<file path="config.mk">
export PLATFORM = sky130hd
export DESIGN_NAME = boot_loader
export DESIGN_NICKNAME = d
export VERILOG_FILES = /design/src/rtl/boot_loader.sv
export SDC_FILE = /design/constraint.sdc
export NUM_CORES = 1
export LEC_CHECK = 0
export BUFFER_PORTS_ARGS = -buffer_cell sky130_fd_sc_hd__buf_2
export CAP_MARGIN = 15
export CORE_MARGIN = 8
export CORE_UTILIZATION = 25
export CTS_BUF_LIST = sky130_fd_sc_hd__clkbuf_8
export CTS_CLUSTER_SIZE = 16
export DETAILED_ROUTE_END_ITERATION = 6
export SYNTH_ARGS = -nofsm -noshare
export SYNTH_HDL_FRONTEND = slang
export SYNTH_SLANG_ARGS = --single-unit
</file>
<file path="constraint.sdc">
create_clock -name clk -period 1.7 [get_ports clk]
set_input_delay 0.17 -clock clk [delete_from_list [all_inputs] [get_ports clk]]
set_output_delay 0.17 -clock clk [all_outputs]
set_load 0.05 [all_outputs]
</file>
<file path="src/rtl/boot_loader.sv">
// Boot sequencer: holds the CPU in reset, copies a ROM word window into RAM over a
// ready/valid write port, then releases the CPU. Optional BOOT_CHECKSUM_EN adds a word-sum accumulator.
`timescale 1ns/1ps

`ifndef ADDR_SIZE
`define ADDR_SIZE 8
`endif
`ifndef WORD_SIZE
`define WORD_SIZE 16
`endif

module boot_loader #(
  parameter int SRC_BASE  = 0,
  parameter int DEST_BASE = 0,
  parameter int LOAD_LEN  = 48
) (
  input  logic                   clk,
  input  logic                   rst_n,
  input  logic                   start,
  output logic                   rom_boot,
  output logic [`ADDR_SIZE-1:0]  rom_addr,
  input  logic [`WORD_SIZE-1:0]  rom_data,
  output logic                   ram_wr_en,
  input  logic                   ram_ready,
  output logic [`ADDR_SIZE-1:0]  ram_addr,
  output logic [`WORD_SIZE-1:0]  ram_wdata,
  output logic                   cpu_rst_n,
  output logic                   busy,
  output logic                   done,
  output logic [`WORD_SIZE-1:0]  checksum
);

  localparam int AW    = `ADDR_SIZE;
  localparam int WW    = `WORD_SIZE;
  localparam int WORDS = LOAD_LEN / 2;
  localparam int CW    = (WORDS > 1) ? $clog2(WORDS) : 1;

  typedef enum logic [2:0] {
    S_IDLE,
    S_ADDR,
    S_READ,
    S_WRITE,
    S_DONE
  } state_t;

  state_t          r_state;
  state_t          w_next;
  logic            w_load;
  logic            w_accept;
  logic            w_last;
  logic [CW-1:0]   r_word_cnt;
  logic [AW-1:0]   r_rom_addr;
  logic [AW-1:0]   r_ram_addr;
  logic [WW-1:0]   r_ram_wdata;
  logic            r_rom_boot;
  logic            r_cpu_rst_n;

  assign w_last = (r_word_cnt == CW'(WORDS - 1));

  // NOTE: every output of this block gets a default before the case so no latch is inferred.
  always_comb begin
    w_next   = r_state;
    w_load   = 1'b0;
    w_accept = 1'b0;
    case (r_state)
      S_IDLE, S_DONE: begin
        if (start) begin
          w_next = S_ADDR;
          w_load = 1'b1;
        end
      end
      S_ADDR:  w_next = S_READ;
      S_READ:  w_next = S_WRITE;
      S_WRITE: begin
        if (ram_ready) begin
          w_accept = 1'b1;
          w_next   = w_last ? S_DONE : S_ADDR;
        end
      end
      default: w_next = S_IDLE;
    endcase
  end

  // rom_boot and cpu_rst_n are registered from the next state so they switch on the
  // same edge the state does.
  // NOTE: sequential state uses non-blocking assignments so all registers update from pre-edge values.
  always_ff @(posedge clk or negedge rst_n) begin
    if (!rst_n) begin
      r_state     <= S_IDLE;
      r_rom_boot  <= 1'b0;
      r_cpu_rst_n <= 1'b0;
    end else begin
      r_state     <= w_next;
      r_rom_boot  <= (w_next == S_ADDR) || (w_next == S_READ) || (w_next == S_WRITE);
      r_cpu_rst_n <= (w_next == S_DONE);
    end
  end

  always_ff @(posedge clk or negedge rst_n) begin
    if (!rst_n) begin
      r_rom_addr  <= '0;
      r_ram_addr  <= '0;
      r_word_cnt  <= '0;
      r_ram_wdata <= '0;
    end else begin
      if (w_load) begin
        r_rom_addr <= AW'(SRC_BASE);
        r_ram_addr <= AW'(DEST_BASE);
        r_word_cnt <= '0;
      end else if (w_accept && !w_last) begin
        r_rom_addr <= r_rom_addr + AW'(2);
        r_ram_addr <= r_ram_addr + AW'(2);
        r_word_cnt <= r_word_cnt + CW'(1);
      end
      if (r_state == S_READ) begin
        r_ram_wdata <= rom_data;
      end
    end
  end

`ifdef BOOT_CHECKSUM_EN
  logic [WW-1:0] r_checksum;

  always_ff @(posedge clk or negedge rst_n) begin
    if (!rst_n) begin
      r_checksum <= '0;
    end else if (w_load) begin
      r_checksum <= '0;
    end else if (w_accept) begin
      r_checksum <= r_checksum + r_ram_wdata;
    end
  end

  assign checksum = r_checksum;
`else
  assign checksum = '0;
`endif

  assign rom_boot  = r_rom_boot;
  assign rom_addr  = r_rom_addr;
  assign ram_addr  = r_ram_addr;
  assign ram_wdata = r_ram_wdata;
  assign cpu_rst_n = r_cpu_rst_n;
  assign ram_wr_en = (r_state == S_WRITE);
  assign busy      = (r_state == S_ADDR) || (r_state == S_READ) || (r_state == S_WRITE);
  assign done      = (r_state == S_DONE);

endmodule
</file>
==> metrics.md <==
| Metric | Value |
|---|---|
| Synth top area cells | `dfrtp_1 51%, mux2_2 9.3%, buf_4 6.9%, mux2i_1 3.6%, o31ai_1 2.7%` |
| Fin crit period | `1.61 ns` |
| Post-route DRC violation count | `0` |
| Post-placement worst setup slack | `-0.0795 ns` |
| CP max FO | `5` |
| Slowest cell on crit path | `dfrtp_1` |
| Slew Limit Fails | `0` |
| Detail Route met3 WL | `413 um` |
| Setup CP Type | `reg -> out` |
| Post-CTS Setup Bufs | `0` |
| Req. time, crit path | `1.53 ns` |
| Crit-path cells | `buf_4, nor2_2, and2_1, clkbuf_4` |
| Routed len/inst | `12.8 um` |
| Vias in the first global route | `1516` |
| Via density per instance | `4.32` |
| Core area | `0.00765 mm2` |
| Status | `completed` |
| Final period util | `94.7%` |
| Worst-path clk slew | `0.07 ns` |
| Ports | `73` |
| P_leak | `1.18 nW` |
| Post-synth top area share | `51.4%` |
| Largest net degree at the start of global routing | `41` |
| Die H | `104 um` |
| Synth cell types | `34` |
| Max-Cap Viols | `0` |
| Synth warn | `0` |
| Placed Cells | `332` |
| WL met1 | `1990 um` |
| Share of post-route cells with drive strength above 1 | `41.4%` |
| Post-route ant nets | `0` |
| CTS buffer count | `5` |
| Most frequent cell after synthesis | `dfrtp_1` |
| Clock Latency Late Sink | `0.29 ns` |
| Port buffer count | `54` |
| P&R area growth vs syn | `28.7%` |
| Detailed Routing Iterations Pass 1 | `4` |
| WL met2 | `1910 um` |
| CTS root buf | `clkbuf_8` |
| Initial Utilization | `25.5%` |
| Worst setup EP type | `output pin` |
| Mapped Avg Cell Area | `11.3 um2` |
| Antenna cell count | `0` |
| Final Setup Violations | `0` |
| DPL Wire Length | `3310 um` |
| Die extent in x | `104 um` |
| Most frequent cells after synthesis | `40 x dfrtp_1, 18 x buf_4, 16 x mux2_2, 9 x o21ai_0` |
| Gr usage total | `8.17%` |
| Cell count after synthesis | `173` |
| Post-synth top area cell | `dfrtp_1` |
| Top sig layer | `met4` |
| Layout Nets | `262` |
| PD cells | `2030 mW/mm2` |
| Routability cong. | `0.721` |
| Final WS setup | `0.0904 ns` |
| Slew Limit Headroom | `66.0%` |
| Num rows | `32` |
| Remaining global-route overflow | `0` |
| Global-route wire length before repair | `7330 um` |
| Cell Area, Synth | `0.00195 mm2` |
| Hold WC Path Type | `in -> reg` |
| Clock skew | `0.00402 ns` |
| Clock sink total | `40` |
| Initial antenna violation count | `0` |
| Post-synth EDFFs | `0` |
| Unrepaired setup endpoints after global routing | `no` |
| TritonCTS clock tree | `yes` |
| Non-Filler Instances | `341` |
| Max Fclk | `621 MHz` |
| DR vias | `1472` |
| Htree depth | `2` |
| Ys async rst share | `100%` |
| Crit-path max cell delay | `0.42 ns` |
| Bufs on Longest Clock Path | `2` |
| Fin. Hold Viols | `0` |
| Synthesis-stage register bit count | `40` |
| Total power of the final layout | `5.08 mW` |
| Seq/Total Area, Yosys | `51.4%` |
| Arrival time at the worst endpoint | `1.44 ns` |
| Initial drt markers | `57` |
| Worst slew pin tran | `0.509 ns` |
| WL final | `4360 um` |
| Peak supply drop | `676 uV` |
| Prevailing post-synth register cell | `dfrtp_1` |
| DIE AREA | `0.0109 mm2` |
| CP startpoint kind | `flip-flop` |
flip-flops by register name, indices dropped and copies added (netlist names):
| signal | count |
|---|---|
| r_word_cnt | 5 |
| rom_addr | 7 |
| cpu_rst_n | 1 |
| rom_boot | 1 |
| ram_addr | 7 |
| ram_wdata | 16 |
| r_state | 3 |
worst max-delay path: cells and delay by family (launching register included):
family,cells,cell delay (ns)
buffers and inverters,2,0.39
AND/OR/NAND/NOR,2,0.33
flip-flops,1,0.42
kinds of logic (layout without fill, tap and decap cells):
family	count (synthesis)	after routing	share of synthesized area (%)
other cells	1	18	0.193
flops	40	40	51.4
compound gates	29	29	9.64
buf+inv	34	82	10.7
mux	23	23	12.9
simple gates	43	44	13.2
fa+ha+maj	3	3	1.93
cells in the final DEF (no fill, tap or decap), types with 2 or more instances in the layout:
cell / count
a21oi_1: 5
and2_1: 2
and3_1: 2
buf_2: 53
buf_4: 12
bufinv_16: 2
clkbuf_8: 5
conb_1: 18
dfrtp_1: 40
ha_1: 2
inv_1: 7
mux2_2: 16
mux2i_1: 7
nand2_1: 7
nand2b_1: 4
nand3_1: 7
nand4_1: 2
nor2_1: 2
nor2_2: 2
nor4_1: 2
o211ai_1: 3
o21ai_0: 8
o311ai_0: 2
o311ai_1: 2
o31ai_1: 7
or4_1: 4
layer usage:
metal | global-route usage [%] | up-vias
met5 | 0 | -
met4 | 2.69 | 0
met3 | 3.90 | 8
met2 | 12.3 | 59
met1 | 10.0 | 685
li1 | - | 720
timing repair:
action	in CTS	in global routing
endpoints found under the setup margin	19	7
hold buffers	1	0
resized for setup	5	5
cloned	0	1
hold endpoints to repair	40	0
pin swaps	0	1
where the power goes:
part	internal, mW	leakage, nW	total (mW)	switching, mW
clock network	0.578	0.0642	0.895	0.317
logic	0.776	0.623	2.58	1.81
registers	1.32	0.496	1.60	0.284
total	2.67	1.18	5.08	2.41
through the flow:
stage               TNS (ns)  util (%)  hold WS (ns)  area [um2]
global route               0      32.8        0.0931        2510
finish                     0      32.8         0.105        2510
global placement     -0.0690      30.5         0.269        2340
floorplan                  0         -        -0.126        2010
detailed placement    -0.685      30.5         0.268        2340
CTS                        0      32.5        0.0925        2480
final cells by class:
type	count	area [um2]
fill	773	5140
sequential	40	1000
multi-input combinational	117	830
timing repair buffer	68	393
tap	102	128
clock buffer	5	68.8
clock inverter	2	60.1
inverter	7	26.3
path summary, 6_finish.rpt:
path	from	to	slack, ns	cells past startpoint
setup / recovery	r_state[0]$_DFF_PN0_	done	0.09	4
max in group asynchronous	rst_n	r_word_cnt[0]$_DFFE_PN0P_	0.88	3
hold / removal	rom_data[1]	ram_wdata[1]$_DFFE_PN0N_	0.11	2
setup reg to reg	r_state[2]$_DFF_PN0_	ram_wdata[8]$_DFFE_PN0N_	0.13	5
hold reg to reg	ram_addr[7]$_DFFE_PN0P_	ram_addr[7]$_DFFE_PN0P_	0.48	1
min in group asynchronous	rst_n	ram_wdata[5]$_DFFE_PN0N_	0.48	3
Power figures use the tool's default switching activity.
